===== src/rtl/priority_arbiter_if.sv =====
// Request/grant bundle for priority_arbiter.
//   master : requester side -- drives req, mode, ack; observes the grant.
//   slave  : arbiter side   -- observes req, mode, ack; drives the grant.
// Signals:
//   req        [N-1:0]  request vector, bit i = requester i
//   mode                0 = fixed priority (bit 0 highest), 1 = round-robin
//   ack                 consumer accepts the current grant
//   gnt_valid           a grant is presented
//   gnt_code   [W-1:0]  binary index of the granted requester
//   gnt_onehot [N-1:0]  one-hot form of gnt_code, zero when no grant
interface priority_arbiter_if #(
    parameter int N = 8,
    parameter int W = $clog2(N)
);
    logic [N-1:0] req;
    logic         mode;
    logic         ack;
    logic         gnt_valid;
    logic [W-1:0] gnt_code;
    logic [N-1:0] gnt_onehot;

    modport master (
        output req, mode, ack,
        input  gnt_valid, gnt_code, gnt_onehot
    );

    modport slave (
        input  req, mode, ack,
        output gnt_valid, gnt_code, gnt_onehot
    );
endinterface


===== src/rtl/priority_arbiter.sv =====
// Registered N-way arbiter with fixed-priority and round-robin modes.
// A grant is held unchanged until acked; on an ack the arbiter re-arbitrates
// in the same cycle so back-to-back grants carry no idle bubble.
// Ports:
//   clk  : rising-edge clock
//   rst  : asynchronous active-high reset (grant dropped, ptr cleared)
//   bus  : priority_arbiter_if.slave (req/mode/ack in, gnt_* out)
module priority_arbiter #(
    parameter int N = 8,
    parameter int W = $clog2(N)
) (
    input logic               clk,
    input logic               rst,
    priority_arbiter_if.slave bus
);

    typedef enum logic {
        IDLE  = 1'b0,
        GRANT = 1'b1
    } state_e;

    state_e       state_q, state_d;
    logic [W-1:0] ptr_q, ptr_d;
    logic [W-1:0] code_q, code_d;

    logic         ack_take;
    logic         any_req;
    logic [W-1:0] fix_win;
    logic [W-1:0] rr_win;
    logic [W-1:0] win;

    // State register
    always_ff @(posedge clk or posedge rst) begin
        if (rst) begin
            state_q <= IDLE;
            ptr_q   <= '0;
            code_q  <= '0;
        end else begin
            state_q <= state_d;
            ptr_q   <= ptr_d;
            code_q  <= code_d;
        end
    end

    // Round-robin pointer: advances past the acked winner only in
    // round-robin mode; the arbiter below searches from this updated value.
    always_comb begin
        ack_take = (state_q == GRANT) && bus.ack;
        ptr_d    = ptr_q;
        if (ack_take && bus.mode) begin
            ptr_d = (code_q == W'(N - 1)) ? '0 : code_q + W'(1);
        end
    end

    // Winner selection for both modes
    always_comb begin
        logic         fix_found;
        logic         rr_found;
        logic [W-1:0] idx;

        fix_win   = '0;
        fix_found = 1'b0;
        rr_win    = '0;
        rr_found  = 1'b0;
        idx       = '0;

        for (int unsigned i = 0; i < N; i++) begin
            if (!fix_found && bus.req[W'(i)]) begin
                fix_win   = W'(i);
                fix_found = 1'b1;
            end
        end

        for (int unsigned i = 0; i < N; i++) begin
            idx = W'((32'(ptr_d) + i) % N);
            if (!rr_found && bus.req[idx]) begin
                rr_win   = idx;
                rr_found = 1'b1;
            end
        end

        any_req = |bus.req;
        win     = bus.mode ? rr_win : fix_win;
    end

    // Next-state logic
    always_comb begin
        state_d = state_q;
        code_d  = code_q;
        case (state_q)
            IDLE: begin
                if (any_req) begin
                    state_d = GRANT;
                    code_d  = win;
                end
            end
            GRANT: begin
                if (bus.ack) begin
                    if (any_req) begin
                        code_d = win;
                    end else begin
                        state_d = IDLE;
                        code_d  = '0;
                    end
                end
            end
        endcase
    end

    // Output logic
    always_comb begin
        bus.gnt_valid  = (state_q == GRANT);
        bus.gnt_code   = '0;
        bus.gnt_onehot = '0;
        if (state_q == GRANT) begin
            bus.gnt_code   = code_q;
            bus.gnt_onehot = N'(1) << code_q;
        end
    end

endmodule


===== src/flat_wrapper.sv =====
// flat-port wrapper written by rule: the top's interface ports become plain ports
module priority_arbiter_flat 
#(
    parameter int N = 8,
    parameter int W = $clog2(N)
)
  (clk, rst, bus_req, bus_mode, bus_ack, bus_gnt_valid, bus_gnt_code, bus_gnt_onehot);
  priority_arbiter_if #(.N(N), .W(W)) bus_i ();
  input logic clk;
  input logic rst;
  input wire logic [$bits(bus_i.req)-1:0] bus_req;
  input wire logic [$bits(bus_i.mode)-1:0] bus_mode;
  input wire logic [$bits(bus_i.ack)-1:0] bus_ack;
  output wire logic [$bits(bus_i.gnt_valid)-1:0] bus_gnt_valid;
  output wire logic [$bits(bus_i.gnt_code)-1:0] bus_gnt_code;
  output wire logic [$bits(bus_i.gnt_onehot)-1:0] bus_gnt_onehot;
  assign bus_i.req = bus_req;
  assign bus_i.mode = bus_mode;
  assign bus_i.ack = bus_ack;
  assign bus_gnt_valid = bus_i.gnt_valid;
  assign bus_gnt_code = bus_i.gnt_code;
  assign bus_gnt_onehot = bus_i.gnt_onehot;
  priority_arbiter #(.N(N), .W(W)) u_core (.clk(clk), .rst(rst), .bus(bus_i));
endmodule

===== config.mk =====
export PLATFORM = sky130hd
export DESIGN_NAME = priority_arbiter_flat
export DESIGN_NICKNAME = d
export VERILOG_FILES = /design/src/rtl/priority_arbiter_if.sv /design/src/rtl/priority_arbiter.sv /design/src/flat_wrapper.sv
export SDC_FILE = /design/constraint.sdc
export NUM_CORES = 1
export LEC_CHECK = 0
export ABC_AREA = 1
export CAP_MARGIN = 20
export CORE_ASPECT_RATIO = 1.5
export CORE_MARGIN = 2
export CORE_UTILIZATION = 59
export DETAILED_ROUTE_END_ITERATION = 6
export PLACE_DENSITY_LB_ADDON = 0.25
export SLEW_MARGIN = 5
export SYNTH_ARGS = -nofsm -noshare
export SYNTH_HDL_FRONTEND = slang
export SYNTH_SLANG_ARGS = --single-unit
export TNS_END_PERCENT = 1

===== constraint.sdc =====
create_clock -name clk -period 9.25 [get_ports clk]
set_clock_uncertainty 0.2 [all_clocks]
set_input_delay 0.925 -clock clk [delete_from_list [all_inputs] [get_ports clk]]
set_output_delay 0.925 -clock clk [all_outputs]
set_load 0.01 [all_outputs]

== After elaboration in Yosys (flattened, before gate mapping) ==
Index checks and enable logic that the tools add are counted.

* Shifts and indexed selects: 1
* Multiplexer cells: 57
* Bitwise operators: 1
* $lt $le $gt $ge: 8
* Reductions and logical operators: 32
* Equal/unequal tests: 3
* Add/sub/neg operators: 8

{| class="wikitable"
|+ Operators by type and width
! operator !! number
|-
| 3-bit two-way mux || 21
|-
| 3-bit by 4-bit < comparator with 1-bit output (second input constant) || 8
|-
| 1-bit two-way mux || 25
|-
| 1-bit binary-select mux with 3-bit select || 8
|-
| 1-bit logical AND || 16
|-
| 1-bit logical NOT || 14
|-
| 3-bit adder (second input constant) || 4
|-
| 8-bit two-way mux || 1
|-
| 8-bit OR reduction || 1
|-
| 1-bit by 3-bit left shift with 8-bit output (first input constant) || 1
|-
| 3-bit by 1-bit adder with 3-bit output (second input constant) || 2
|-
| 3-bit by 2-bit adder with 3-bit output (second input constant) || 2
|-
| 3-bit one-hot mux with 2 select lines || 1
|-
| 3-bit == test (second input constant) || 1
|-
| 2-bit by 1-bit inequality test with 1-bit output (second input constant) || 1
|-
| 2-bit inequality test (second input constant) || 1
|-
| 1-bit one-hot mux with 2 select lines || 1
|-
| 2-bit AND reduction || 1
|-
| 1-bit inverter || 1
|}

* Logic and storage cells: 113
* Bits in registers: 7
* Bits of input ports: 12
* Output and inout bits: 12

== Depth between registers and ports, before layout ==
* Word-level depth: 31
* Mapped depth: 24
* Mapped depth without buffers: 23

== Worst setup path before layout ==
Ideal clock, no wire load.

* Path kind: input -> register
* Start point: in bus_ack
* End point: reg u_core.code_q[1]
* Path slack: 6.064 ns
* Stages: 18
* Arrival time: 2.870 ns
* Cells stage by stage: nand3_2 nand2_1 nand2_2 buf_6 ha_1 inv_1 nand3_1 nand3_1 nand2_1 nand4_4 nor2_8 nand3_4 nor2_2 nor2_1 nand2_1 nand2_1 nand2_1 nand2_1

* Longest elaborated chain between the ends: 31
* Elaborated cells between the ends (all ways): 62
* Classes of those cells: 7 x add/sub; 1 x eq/ne; 37 x mux; 17 x reduce/logical

{| class="wikitable"
|+ RTL lines
! what !! RTL line !! RTL
|-
| start: declaration || flat_wrapper.sv:13 || <nowiki>input wire logic [$bits(bus_i.ack)-1:0] bus_ack;</nowiki>
|-
| 1-bit logical AND (*) || priority_arbiter.sv:48 || <nowiki>ack_take = (state_q == GRANT) && bus.ack;</nowiki>
|-
| 1-bit logical AND (*) || priority_arbiter.sv:50 || <nowiki>if (ack_take && bus.mode) begin</nowiki>
|-
| 3-bit two-way mux (*) || priority_arbiter.sv:50 ||
|-
| via u_core.ptr_d[1] || priority_arbiter.sv:23 || <nowiki>logic [W-1:0] ptr_q, ptr_d;</nowiki>
|-
| branches (longest 23 deep; another with 3-bit by 1-bit adder with 3-bit output) || n/a ||
|-
| 3-bit two-way mux (*) || priority_arbiter.sv:76 || <nowiki>if (!rr_found && bus.req[idx]) begin</nowiki>
|-
| 3-bit two-way mux (*) || priority_arbiter.sv:83 || <nowiki>win = bus.mode ? rr_win : fix_win;</nowiki>
|-
| 3-bit two-way mux || priority_arbiter.sv:99 || <nowiki>if (any_req) begin</nowiki>
|-
| 3-bit two-way mux || priority_arbiter.sv:98 || <nowiki>if (bus.ack) begin</nowiki>
|-
| 3-bit one-hot mux with 2 select lines (*) || priority_arbiter.sv:90 || <nowiki>case (state_q)</nowiki>
|-
| end signal: assignment || priority_arbiter.sv:41 || <nowiki>code_q <= code_d;</nowiki>
|-
| end: declaration || priority_arbiter.sv:24 || <nowiki>logic [W-1:0] code_q, code_d;</nowiki>
|}

Mark *: on every way through the listed nets, which the timed path passes. The select of a mux whose other input is x is not followed.
A chain may end at the register's enable or synchronous reset.

== Final worst setup path ==
* Start point: in bus_mode
* End point: reg u_core.code_q[1]

* Longest elaborated chain between the ends: 30
* Elaborated cells between the ends (all ways): 59
* Classes of those cells: 7 x add/sub; 37 x mux; 15 x reduce/logical

{| class="wikitable"
|+ RTL lines
! what !! RTL line !! RTL
|-
| start: declaration || flat_wrapper.sv:12 || <nowiki>input wire logic [$bits(bus_i.mode)-1:0] bus_mode;</nowiki>
|-
| branches (longest 26 deep; another with 3-bit by 1-bit adder with 3-bit output) || n/a ||
|-
| 3-bit two-way mux (*) || priority_arbiter.sv:83 ||
|-
| 3-bit two-way mux || priority_arbiter.sv:99 ||
|-
| 3-bit two-way mux || priority_arbiter.sv:98 ||
|-
| 3-bit one-hot mux with 2 select lines (*) || priority_arbiter.sv:90 ||
|}

Mark *: on every way between the ends. The select of a mux whose other input is x is not followed.

==> results.py <==
metrics = {
    "run_status": {
        "status": "complete, no violations",
    },
    "drt": {
        "met1_length_um": 1526,
        "drt-initial-drc-count": 61,
        "route.met3.wl_um": 235,
        "dr_wl_met2_um": 2188,
        "top_layer": "met4",
        "detail-route-antenna-nets": 0,
        "drt_wl_total_um": 4258,
        "wl_per_cell_um": 12.98,
        "dr_total_vias": 1882,
        "routed_via_density": 5.738,
        "drt_first_pass_iters": 5,
        "drc_errors": 0,
    },
    "pwr": {
        "design_power_total_w": 0.0004568,
        "power.switching_w": 0.0002737,
        "p_int_w": 0.0001832,
        "seqPwrFrac_pct": 10.4,
        "max-vdd-ir-drop_mv": 0.1437,
        "p_sw_share_pct": 59.91,
        "power.density_nw_per_um2": 252.7,
        "p_leak_nw": 1.015,
        "pwr-share-comb_pct": 83.1,
        "p_clk_share_pct": 6.5,
    },
    "global_route": {
        "grt_max_degree": 18,
        "grt_pass1_wl_um": 7051,
        "grt_overflow_total": 0,
        "grt_pass1_vias": 1706,
        "antenna_found_initial": 0,
        "grt_usage_pct": 31.25,
    },
    "worst_setup_path": {
        "crit_required_ns": 9.21,
        "path_delay_family": "simple AND/OR/NAND/NOR gates",
        "cpMaxStageDelayCell": "clkdlybuf4s50_1",
        "path_max_fanout": 14,
        "r2r_cells": 21,
        "regToRegSetupSlack_ns": 5.94,
        "cp-end-kind": "flop",
        "cp.buffers_inverters": 2,
        "cpMostUsedCell": "nand2_1",
        "r2r-end": "u_core.code_q[1]",
        "path_cells": "clkdlybuf4s50_1 > nand3_2 > nand2_1 > nand2_2 > ha_1 > inv_1 > nand3_1 > nand3_1 > nand2_1 > nand4_4 > nor2_8 > nand3_4 > nor2_2 > nor2_1 > nand2_1 > nand2_1 > nand2_1 > nand2_1",
        "setup.worst_path.class": "in2reg",
        "r2r-start": "u_core.code_q[0]",
        "start_kind": "input pin",
        "arrival_ns": 3.81,
        "critical_path.max_stage_delay_ns": 0.59,
    },
    "placement": {
        "post_dp_cell_area_um2": 1782,
        "io_buffers": 23,
        "dp_hpwl_um": 3539,
        "gp_congestion": 0.9207,
    },
    "cts": {
        "worstSkewPairLatency_ns": 0.26,
        "cts_buffers": 3,
        "cts_sinks": 7,
        "post_cts_resized": 0,
        "cts_tree": "built",
        "cts-root-buf": "clkbuf_4",
        "clk_pin_slew_worst_paths_ns": 0.06,
        "htreeDepth": 1,
        "postCtsSetupRepairBufs": 0,
        "cts_buffer_depth": 2,
        "cts_hold_buffers": 0,
    },
    "logic_synthesis": {
        "synth_cell_types": 30,
        "synth_most_common_cell": "nand2_1",
        "synthFlopType": "dfrtp_1",
        "synth.area.top_cells": "nand2_1 26%, nand3_1 16%, dfrtp_1 11%",
        "async_flop_share_pct": 100.0,
        "synth_edf_count": 0,
        "synthCells": 281,
        "seq_area_frac_synth_pct": 11.21,
        "postSynthAreaPerCell_um2": 5.561,
        "ys.warnings.count": 0,
        "yosys-top-cells-count": "107 x nand2_1, 50 x nand3_1, 38 x inv_1",
        "synth_nets": 300,
        "yosysTopAreaCell": "nand2_1",
        "ys_ff_latch": 7,
        "yosysTopAreaCellShare_pct": 25.70,
        "synthesis.area_um2": 1563,
    },
    "sta": {
        "tns_ns": 0,
        "rsz0062_at_grt": "no",
        "setup_viol_count_final": 0,
        "max_freq_ghz": 0.2601,
        "maxSlewHeadroom_pct": 78.15,
        "max_slew.worst_pin.slew_ns": 0.3243,
        "drv_slew": 0,
        "finalHoldViolations": 0,
        "layout_min_cycle_time_ns": 3.845,
        "post-route-period-util_pct": 41.57,
    },
    "hold_path": {
        "hold_depth": 2,
        "min_from": "u_core.code_q[2]",
        "hold_class": "reg2reg",
        "holdPathEnd": "u_core.code_q[2]",
    },
    "flow_run": {
        "drv_cap": 0,
    },
    "floorplan": {
        "fp.coreArea_um2": 2477,
        "fp.dieArea_um2": 3085,
        "io_pins": 24,
        "fp.dieW_um": 46.02,
        "die_h_um": 67.03,
        "start_util_pct": 63.08,
        "fp-row-count": 22,
    },
    "cells_and_area": {
        "fin_area_um2": 1808,
        "drive_gt1_share_pct": 8.224,
        "nFillCells": 207,
        "diodes": 0,
        "layout.nets": 324,
        "area_growth_pct": 15.69,
    },
}
cell type report:
| type | count | area, um2 | area share, % |
|---|---|---|---|
| Tap cell | 24 | 30.03 | 1.661 |
| Sequential cell | 7 | 175.2 | 9.689 |
| Timing Repair Buffer | 23 | 230.2 | 12.73 |
| Multi-Input combinational cell | 230 | 1196 | 66.16 |
| Inverter | 40 | 150.1 | 8.305 |
| Clock buffer | 4 | 26.28 | 1.453 |
cells in the final DEF, fill, tap and decap left out, types with 2 or more instances in the layout:
cell,netlist,routed
nand3_1,50,50
dfrtp_1,7,7
clkdlybuf4s50_1,0,23
ha_1,7,7
nand2_1,107,107
o21ai_0,5,5
inv_2,2,2
o211ai_1,2,2
o21ai_1,3,3
nand4_1,5,5
clkbuf_4,0,3
nor2_1,20,20
nand2_2,8,8
inv_1,38,38
nor2_8,2,2
a41oi_1,2,2
a21oi_1,5,5
nand2_4,3,3
worst max path at each step:
stage / slack [ns] / to / start / cells past startpoint
2_1_floorplan: 6.06 / u_core.code_q[1] / bus_ack / 18
3_3_place_gp: 5.24 / u_core.code_q[1] / bus_mode / 18
3_5_place_dp: 5.14 / u_core.code_q[1] / bus_mode / 18
4_1_cts: 5.40 / u_core.code_q[1] / bus_mode / 18
5_1_grt: 5.12 / u_core.code_q[1] / bus_mode / 18
6_report: 5.40 / u_core.code_q[1] / bus_mode / 18
cell families (layout without fill, tap and decap cells):
group	count (synthesis)	in the layout	share of synthesized area, %
adder cells (fa/ha/maj)	7	7	5.604
buffers and inverters	44	67	12.25
AND/OR/NAND/NOR	202	202	62.29
flip-flops	7	7	11.21
AO/OA/AOI/OAI	21	21	8.647
power groups by stage:
stage	combinational (W)	clock (W)	sequential, W
global placement	0.000369	0	0.0000476
detailed placement	0.000374	0	0.0000479
floorplan	0.000295	0	0.0000453
CTS	0.000375	0.0000293	0.0000476
global route	0.000427	0.0000316	0.0000483
finish	0.000380	0.0000299	0.0000473
state kept, by name, summed over array words and instances (netlist names):
signal and count:
u_core.ptr_q 3, u_core.code_q 3, u_core.bus.gnt_valid 1
metal layers:
metal | vias up | GRT usage, %
li1 | 954 | -
met2 | 95 | 54.86
met3 | 27 | 2.168
met5 | - | 0
met1 | 806 | 31.55
met4 | 0 | 25.36
per-stage QoR:
| stage | instances | setup WS, ns | utilization, % | hold WS (ns) |
|---|---|---|---|---|
| 2_1_floorplan | 281 | 6.064 | - | 0.2967 |
| 3_3_place_gp | 324 | 5.241 | 71.92 | 0.3256 |
| 3_5_place_dp | 324 | 5.144 | 71.92 | 0.3353 |
| 6_report | 328 | 5.405 | 72.98 | 0.3514 |
| 4_1_cts | 328 | 5.400 | 72.98 | 0.3498 |
| 5_1_grt | 328 | 5.124 | 72.98 | 0.3970 |
tightest hold or removal path, delay by kind of cell (launching register included):
kind	cells	cell delay, ns
DFF	1	0.39
and+or+nand+nor	2	0.13
No activity file was read; power rests on OpenSTA's default activity.
